===== src/rtl/avg_threshold_detector_if.sv =====
// Bus between the moving-average filter (master) and the threshold detector (slave).
//   average/average_valid : averaged sample stream and its qualifier
//   hi_thresh/lo_thresh   : arm / disarm thresholds
//   clear                 : sync clear of peak/trough/event_count
//   alarm, alarm_rise, alarm_fall, peak, trough, event_count : detector status
interface avg_threshold_detector_if #(
  parameter int unsigned N     = 16,
  parameter int unsigned CNT_W = 8
);
  logic [N-1:0]     average;
  logic             average_valid;
  logic [N-1:0]     hi_thresh;
  logic [N-1:0]     lo_thresh;
  logic             clear;
  logic             alarm;
  logic             alarm_rise;
  logic             alarm_fall;
  logic [N-1:0]     peak;
  logic [N-1:0]     trough;
  logic [CNT_W-1:0] event_count;

  modport master (
    output average, average_valid, hi_thresh, lo_thresh, clear,
    input  alarm, alarm_rise, alarm_fall, peak, trough, event_count
  );

  modport slave (
    input  average, average_valid, hi_thresh, lo_thresh, clear,
    output alarm, alarm_rise, alarm_fall, peak, trough, event_count
  );
endinterface


===== src/rtl/avg_threshold_detector.sv =====
// Debounced hysteretic alarm on the moving-average stream, with peak/trough
// tracking and a saturating alarm-event counter. Never backpressures.
//   clk : posedge clock
//   rst : asynchronous active-high reset
//   bus : avg_threshold_detector_if slave (stream/thresholds in, status out)
module avg_threshold_detector #(
  parameter int unsigned N        = 16,
  parameter int unsigned DEBOUNCE = 4,
  parameter int unsigned CNT_W    = 8
) (
  input  logic                    clk,
  input  logic                    rst,
  avg_threshold_detector_if.slave bus
);

  localparam int unsigned DCNT_W = 8;

  typedef enum logic [1:0] {S_LOW, S_ARM, S_HIGH, S_DISARM} state_t;

  state_t             state_q, state_d;
  logic [DCNT_W-1:0]  dcnt_q, dcnt_d, dcnt_inc;
  logic               hi_qual, lo_qual, deb_done;
  logic               alarm_d, rise_d, fall_d;
  logic [N-1:0]       peak_d, trough_d;
  logic [CNT_W-1:0]   evc_d;

  // Next-state: debounce counter only advances on valid samples
  always_comb begin
    state_d  = state_q;
    dcnt_d   = dcnt_q;
    hi_qual  = (bus.average >= bus.hi_thresh);
    lo_qual  = (bus.average <= bus.lo_thresh);
    dcnt_inc = dcnt_q + DCNT_W'(1);
    deb_done = (dcnt_inc == DCNT_W'(DEBOUNCE));
    if (bus.average_valid) begin
      unique case (state_q)
        S_LOW, S_ARM: begin
          if (!hi_qual) begin
            state_d = S_LOW;
            dcnt_d  = '0;
          end else if (deb_done) begin
            state_d = S_HIGH;
            dcnt_d  = '0;
          end else begin
            state_d = S_ARM;
            dcnt_d  = dcnt_inc;
          end
        end
        S_HIGH, S_DISARM: begin
          if (!lo_qual) begin
            state_d = S_HIGH;
            dcnt_d  = '0;
          end else if (deb_done) begin
            state_d = S_LOW;
            dcnt_d  = '0;
          end else begin
            state_d = S_DISARM;
            dcnt_d  = dcnt_inc;
          end
        end
        default: begin
          state_d = S_LOW;
          dcnt_d  = '0;
        end
      endcase
    end
    alarm_d = (state_d == S_HIGH) || (state_d == S_DISARM);
    rise_d  = alarm_d & ~bus.alarm;
    fall_d  = ~alarm_d & bus.alarm;
  end

  // Status next-values; reset values 0/'1 double as identities for max/min,
  // so the first sample after reset or clear loads both trackers.
  always_comb begin
    peak_d   = bus.clear ? '0 : bus.peak;
    trough_d = bus.clear ? '1 : bus.trough;
    evc_d    = bus.clear ? '0 : bus.event_count;
    if (bus.average_valid) begin
      if (bus.average > peak_d)   peak_d   = bus.average;
      if (bus.average < trough_d) trough_d = bus.average;
    end
    if (rise_d && (evc_d != '1)) evc_d = evc_d + CNT_W'(1);
  end

  always_ff @(posedge clk or posedge rst) begin
    if (rst) begin
      state_q         <= S_LOW;
      dcnt_q          <= '0;
      bus.alarm       <= 1'b0;
      bus.alarm_rise  <= 1'b0;
      bus.alarm_fall  <= 1'b0;
      bus.peak        <= '0;
      bus.trough      <= '1;
      bus.event_count <= '0;
    end else begin
      state_q         <= state_d;
      dcnt_q          <= dcnt_d;
      bus.alarm       <= alarm_d;
      bus.alarm_rise  <= rise_d;
      bus.alarm_fall  <= fall_d;
      bus.peak        <= peak_d;
      bus.trough      <= trough_d;
      bus.event_count <= evc_d;
    end
  end

endmodule

===== src/flat_wrapper.sv =====
// flat-port wrapper written by rule: the top's interface ports become plain ports
module avg_threshold_detector_flat 
#(
  parameter int unsigned N        = 16,
  parameter int unsigned DEBOUNCE = 4,
  parameter int unsigned CNT_W    = 8
)
  (clk, rst, bus_average, bus_average_valid, bus_hi_thresh, bus_lo_thresh, bus_clear, bus_alarm, bus_alarm_rise, bus_alarm_fall, bus_peak, bus_trough, bus_event_count);
  avg_threshold_detector_if #(.N(N), .CNT_W(CNT_W)) bus_i ();
  input  logic clk;
  input  logic rst;
  input wire logic [$bits(bus_i.average)-1:0] bus_average;
  input wire logic [$bits(bus_i.average_valid)-1:0] bus_average_valid;
  input wire logic [$bits(bus_i.hi_thresh)-1:0] bus_hi_thresh;
  input wire logic [$bits(bus_i.lo_thresh)-1:0] bus_lo_thresh;
  input wire logic [$bits(bus_i.clear)-1:0] bus_clear;
  output wire logic [$bits(bus_i.alarm)-1:0] bus_alarm;
  output wire logic [$bits(bus_i.alarm_rise)-1:0] bus_alarm_rise;
  output wire logic [$bits(bus_i.alarm_fall)-1:0] bus_alarm_fall;
  output wire logic [$bits(bus_i.peak)-1:0] bus_peak;
  output wire logic [$bits(bus_i.trough)-1:0] bus_trough;
  output wire logic [$bits(bus_i.event_count)-1:0] bus_event_count;
  assign bus_i.average = bus_average;
  assign bus_i.average_valid = bus_average_valid;
  assign bus_i.hi_thresh = bus_hi_thresh;
  assign bus_i.lo_thresh = bus_lo_thresh;
  assign bus_i.clear = bus_clear;
  assign bus_alarm = bus_i.alarm;
  assign bus_alarm_rise = bus_i.alarm_rise;
  assign bus_alarm_fall = bus_i.alarm_fall;
  assign bus_peak = bus_i.peak;
  assign bus_trough = bus_i.trough;
  assign bus_event_count = bus_i.event_count;
  avg_threshold_detector #(.N(N), .DEBOUNCE(DEBOUNCE), .CNT_W(CNT_W)) u_core (.clk(clk), .rst(rst), .bus(bus_i));
endmodule

===== config.mk =====
export PLATFORM = sky130hd
export DESIGN_NAME = avg_threshold_detector_flat
export DESIGN_NICKNAME = d
export VERILOG_FILES = /design/src/rtl/avg_threshold_detector_if.sv /design/src/rtl/avg_threshold_detector.sv /design/src/flat_wrapper.sv
export SDC_FILE = /design/constraint.sdc
export NUM_CORES = 1
export LEC_CHECK = 0
export BUFFER_PORTS_ARGS = -buffer_cell sky130_fd_sc_hd__buf_4
export CAP_MARGIN = 20
export CORE_AREA = 2 2 87 89
export CTS_BUF_LIST = sky130_fd_sc_hd__clkbuf_8
export DETAILED_ROUTE_END_ITERATION = 12
export DIE_AREA = 0 0 89 91
export PLACE_DENSITY = 0.82
export SYNTH_ARGS = -nofsm -noshare
export SYNTH_HDL_FRONTEND = slang
export SYNTH_SLANG_ARGS = --single-unit

===== constraint.sdc =====
create_clock -name clk -period 4 [get_ports clk]
set_input_delay 1.2 -clock clk [delete_from_list [all_inputs] [get_ports clk]]
set_output_delay 1.2 -clock clk [all_outputs]
set_load 0.005 [all_outputs]

# Word level (Yosys, flattened, before mapping)
# Index checks and enable logic that the tools add are counted.
[totals] regBits=53 input_bits=52 out_inout_bits=43 word_cells=48
[op_classes] add_sub_neg=2 n_lt_le_gt_ge=4 n_eq_ne=7 muxes=18 n_bitwise=4 n_reduce_logical=5
[op_table] operator="$mux 16" count=6
[op_table] operator="$mux 8" count=5
[op_table] operator="$add 8x1->8 const B" count=2
[op_table] operator="$ge 16x16->1" count=1
[op_table] operator="$gt 16x16->1" count=1
[op_table] operator="$le 16x16->1" count=1
[op_table] operator="$lt 16x16->1" count=1
[op_table] operator="$pmux 8 s2" count=1
[op_table] operator="$mux 2" count=5
[op_table] operator="$eq 2x2->1 const B" count=4
[op_table] operator="$eq 8x3->1 const B" count=1
[op_table] operator="$ne 8x8->1 const B" count=1
[op_table] operator="$pmux 2 s2" count=1
[op_table] operator="$reduce_or 2->1" count=2
[op_table] operator="$and 1x1->1" count=2
[op_table] operator="$eq 2x1->1 const B" count=1
[op_table] operator="$logic_not 2->1" count=1
[op_table] operator="$not 1->1" count=2
[op_table] operator="$logic_and 1x1->1" count=1
[op_table] operator="$logic_or 1x1->1" count=1

# Logic depth before layout (Yosys ltp)
[depth] ltp_word=11 ltp_mapped=11 depth_no_buf=9

# Worst setup path before layout
# Ideal clock, no wire load.
[synth_path] path_kind="input to register" startpoint="input port bus_clear" endpoint="register u_core.bus.trough[10]" setup_ns=0.075 arrival_ns=3.986 path_slack_ns=-0.061 cell_stages=11 n_path_buf=3 path_cell_list="clkbuf_1 -> clkbuf_1 -> nor2_1 -> ha_1 -> a21o_1 -> a21o_1 -> a2111oi_0 -> o41ai_1 -> a2111oi_4 -> buf_6 -> mux2i_1"
[synth_between] elab_chain_len=4
[synth_rtl] element="start, declared" line="flat_wrapper.sv:16" rtl="input wire logic [$bits(bus_i.clear)-1:0] bus_clear;"
[synth_rtl] element="$mux 16 (*)" line="avg_threshold_detector.sv:76" rtl="trough_d = bus.clear ? '1 : bus.trough;"
[synth_rtl] element="$lt 16x16->1" line="avg_threshold_detector.sv:80" rtl="if (bus.average < trough_d) trough_d = bus.average;"
[synth_rtl] element="$mux 16" line="avg_threshold_detector.sv:80"
[synth_rtl] element="$mux 16 (*)" line="avg_threshold_detector.sv:78" rtl="if (bus.average_valid) begin"
[synth_rtl] element="net u_core.trough_d[10]" line="avg_threshold_detector.sv:24" rtl="logic [N-1:0] peak_d, trough_d;"
[synth_rtl] element="end signal, assigned" line="avg_threshold_detector.sv:102" rtl="bus.trough <= trough_d;"
[synth_rtl] element="end, declared" line="avg_threshold_detector_if.sv:29" rtl="output alarm, alarm_rise, alarm_fall, peak, trough, event_count"
# The timed path passes the listed nets; every way through them passes the cells marked *.
# A chain may end at the register's enable or synchronous reset.

# Final worst setup path
[layout_path] startpoint="input port bus_clear" endpoint="register u_core.bus.trough[6]"
# The elaborated chain is that of the path after synthesis.

==> results.cfg <==
[status]
run_status = completed

[layout]
num-nets-final = 622
n_antenna_cell = 0
drive_gt1_frac = 0.265
syn2layout_area_growth_pct = 25.0
mostFrequentLayoutCells = 100 x buf_4, 65 x ha_1, 50 x inv_1
fillers = 581
layout_commonest_cell = buf_4

[worst_setup_path]
path_cells = buf_4 > nor2_1 > ha_1 > a21o_1 > a21o_1 > a2111oi_0 > o41ai_1 > a2111oi_4 > buf_4 > mux2i_1
cp_num_buf_inv = 2
crit_type = in2reg
endpoint_kind = flip-flop
cp_data_required_time_ns = 4.24
crit_path_max_incr_delay_ns = 0.41
worst-path-max-fanout = 33
critPathArrivalTime_ns = 3.71
cp_top_family = compound AO/OA/AOI/OAI gates
critPathSlowestCell = a2111oi_0
start_kind = input pin

[synth]
ys_seq_elements = 52
async_flop_share = 1.00
avgSynthCellArea_um2 = 9.73
synth_cell_types = 51
synth_flop_cell = dfrtp_1
synth_nets = 521
synth_area_um2 = 3930
synthCells = 404
synth-edff-count = 0
yosysWarnings = 0
synth_seq_area_share = 0.336

[die]
die_h_um = 91
die_area_um2 = 8100
core_area_um2 = 7140
placementRows = 31
start_util = 0.551
dieWidth_um = 89
ios = 95

[sta]
slew_headroom = 0.668
period_share = 0.868
timing_max_transition_violations_final = 0
period_minus_slack_ns = 3.47
setup_violations = 0
worst_pin_slew_ns = 0.492
fin_skew_ns = 0.00957
tns_ns = 0
finalHoldViolCount = 0
fmax_mhz = 288
rsz0062_at_grt = no
worst_hold_slack_ns = 0.508
setup_ws_ns = 0.528

[routing]
wl_per_cell_um = 15.5
vias = 3352
drcViolationCount = 0
dr.first_iter.drc_count = 146
final_antenna_net_count = 0
viasPerCell = 5.54
drtPass1Iterations = 4
wirelength_um = 9380

[pwr]
p_leak_nw = 2.64
power_density_nw_per_um2 = 311
peakVddDrop_uv = 221

[global_route]
track_usage = 0.245
antenna_found_initial = 0
grt_start_max_net_pins = 50
overflow = 0
grt_first_pass_wirelength_um = 15800
grt_pass1_vias = 3393

[place]
preCtsSetupSlack_ns = 0.206
portBuffers = 94
gp_congestion = 0.902
hpwl_um = 7450

[clocking]
clock_sinks = 52
root_buffer = clkbuf_8
clk_latency_ns = 0.31
cts_tree = done
cts_made_buffers = 5
clk_pin_slew_ns = 0.10
clock_path_buffers = 2
htree_levels = 2
cts_hold_buf = 0
post-cts-setup-buffers = 0
cts.repair.resized = 0

[flow_run]
drv_cap = 0

[worst_hold_path]
hold_class = reg2reg
-- final cells by class --
type	instances	area (um^2)	share of cell area
repair buffers	101	771	0.157
flip-flops and latches	52	1320	0.269
well taps	99	124	0.0252
clock inverters	2	38.8	0.00789
multi-input cells	294	2390	0.486
clock buffers	6	82.6	0.0168
inverters	51	191	0.0389
-- state kept, by name (all words and copies together), names as in the netlist --
name                    count
u_core.bus.peak            16
u_core.bus.trough          16
u_core.bus.event_count      8
u_core.dcnt_q               8
u_core.bus.alarm            1
u_core.bus.alarm_fall       1
u_core.bus.alarm_rise       1
u_core.state_q              1
-- metal layers --
layer,GRT usage,wire [um]
met1,0.325,4070
met2,0.413,4650
met3,0.0336,502
met4,0.0721,159
met5,0,0
-- worst paths after layout --
| path | from | end | slack (ns) | cells past startpoint |
|---|---|---|---|---|
| max | bus_clear | u_core.bus.trough[6] | 0.53 | 10 |
| min | u_core.dcnt_q[0] | u_core.dcnt_q[0] | 0.51 | 1 |
| max reg2reg | u_core.dcnt_q[0] | u_core.bus.event_count[7] | 1.13 | 8 |
| min reg2reg | u_core.dcnt_q[0] | u_core.dcnt_q[0] | 0.51 | 1 |
| max in group asynchronous | rst | u_core.bus.trough[9] | 2.54 | 4 |
| min in group asynchronous | rst | u_core.bus.peak[2] | 0.77 | 2 |
-- cells in the mapped netlist, types with 10 or more instances --
| cell type | instances | area, um^2 |
|---|---|---|
| a21oi_1 | 20 | 100 |
| dfrtp_1 | 36 | 901 |
| dfstp_2 | 16 | 420 |
| ha_1 | 65 | 813 |
| inv_1 | 51 | 191 |
| mux2i_1 | 33 | 330 |
| nand2_1 | 13 | 48.8 |
| nand2b_1 | 26 | 163 |
| nand4_1 | 11 | 68.8 |
| nor2_1 | 24 | 90.1 |
| nor2b_1 | 10 | 62.6 |
| o21ai_0 | 11 | 55.1 |
-- power breakdown --
group          switching, mW  internal (mW)
combinational          0.238          0.247
clock                  0.181          0.205
sequential            0.0527          0.607
-- stage by stage --
stage	power [mW]	cell area, um^2	instances	utilization
after floorplan	0.935	3930	404	-
after global placement	1.13	4780	596	0.669
after global routing	1.63	4920	605	0.689
final	1.53	4920	605	0.689
after detailed placement	1.15	4780	596	0.669
after CTS	1.54	4900	604	0.686
-- logic make-up (layout without fill, tap and decap cells) --
logic type,after synthesis,after routing,share of synthesized area
xor gates and xnor gates,3,3,0.00668
DFF,52,52,0.336
adders and majority gates,65,65,0.207
AOI/OAI and AO/OA,70,70,0.129
buffers and inverters,58,160,0.0576
and+or+nand+nor,119,119,0.168
muxes,37,37,0.0955
No activity file was read; power rests on OpenSTA's default activity.
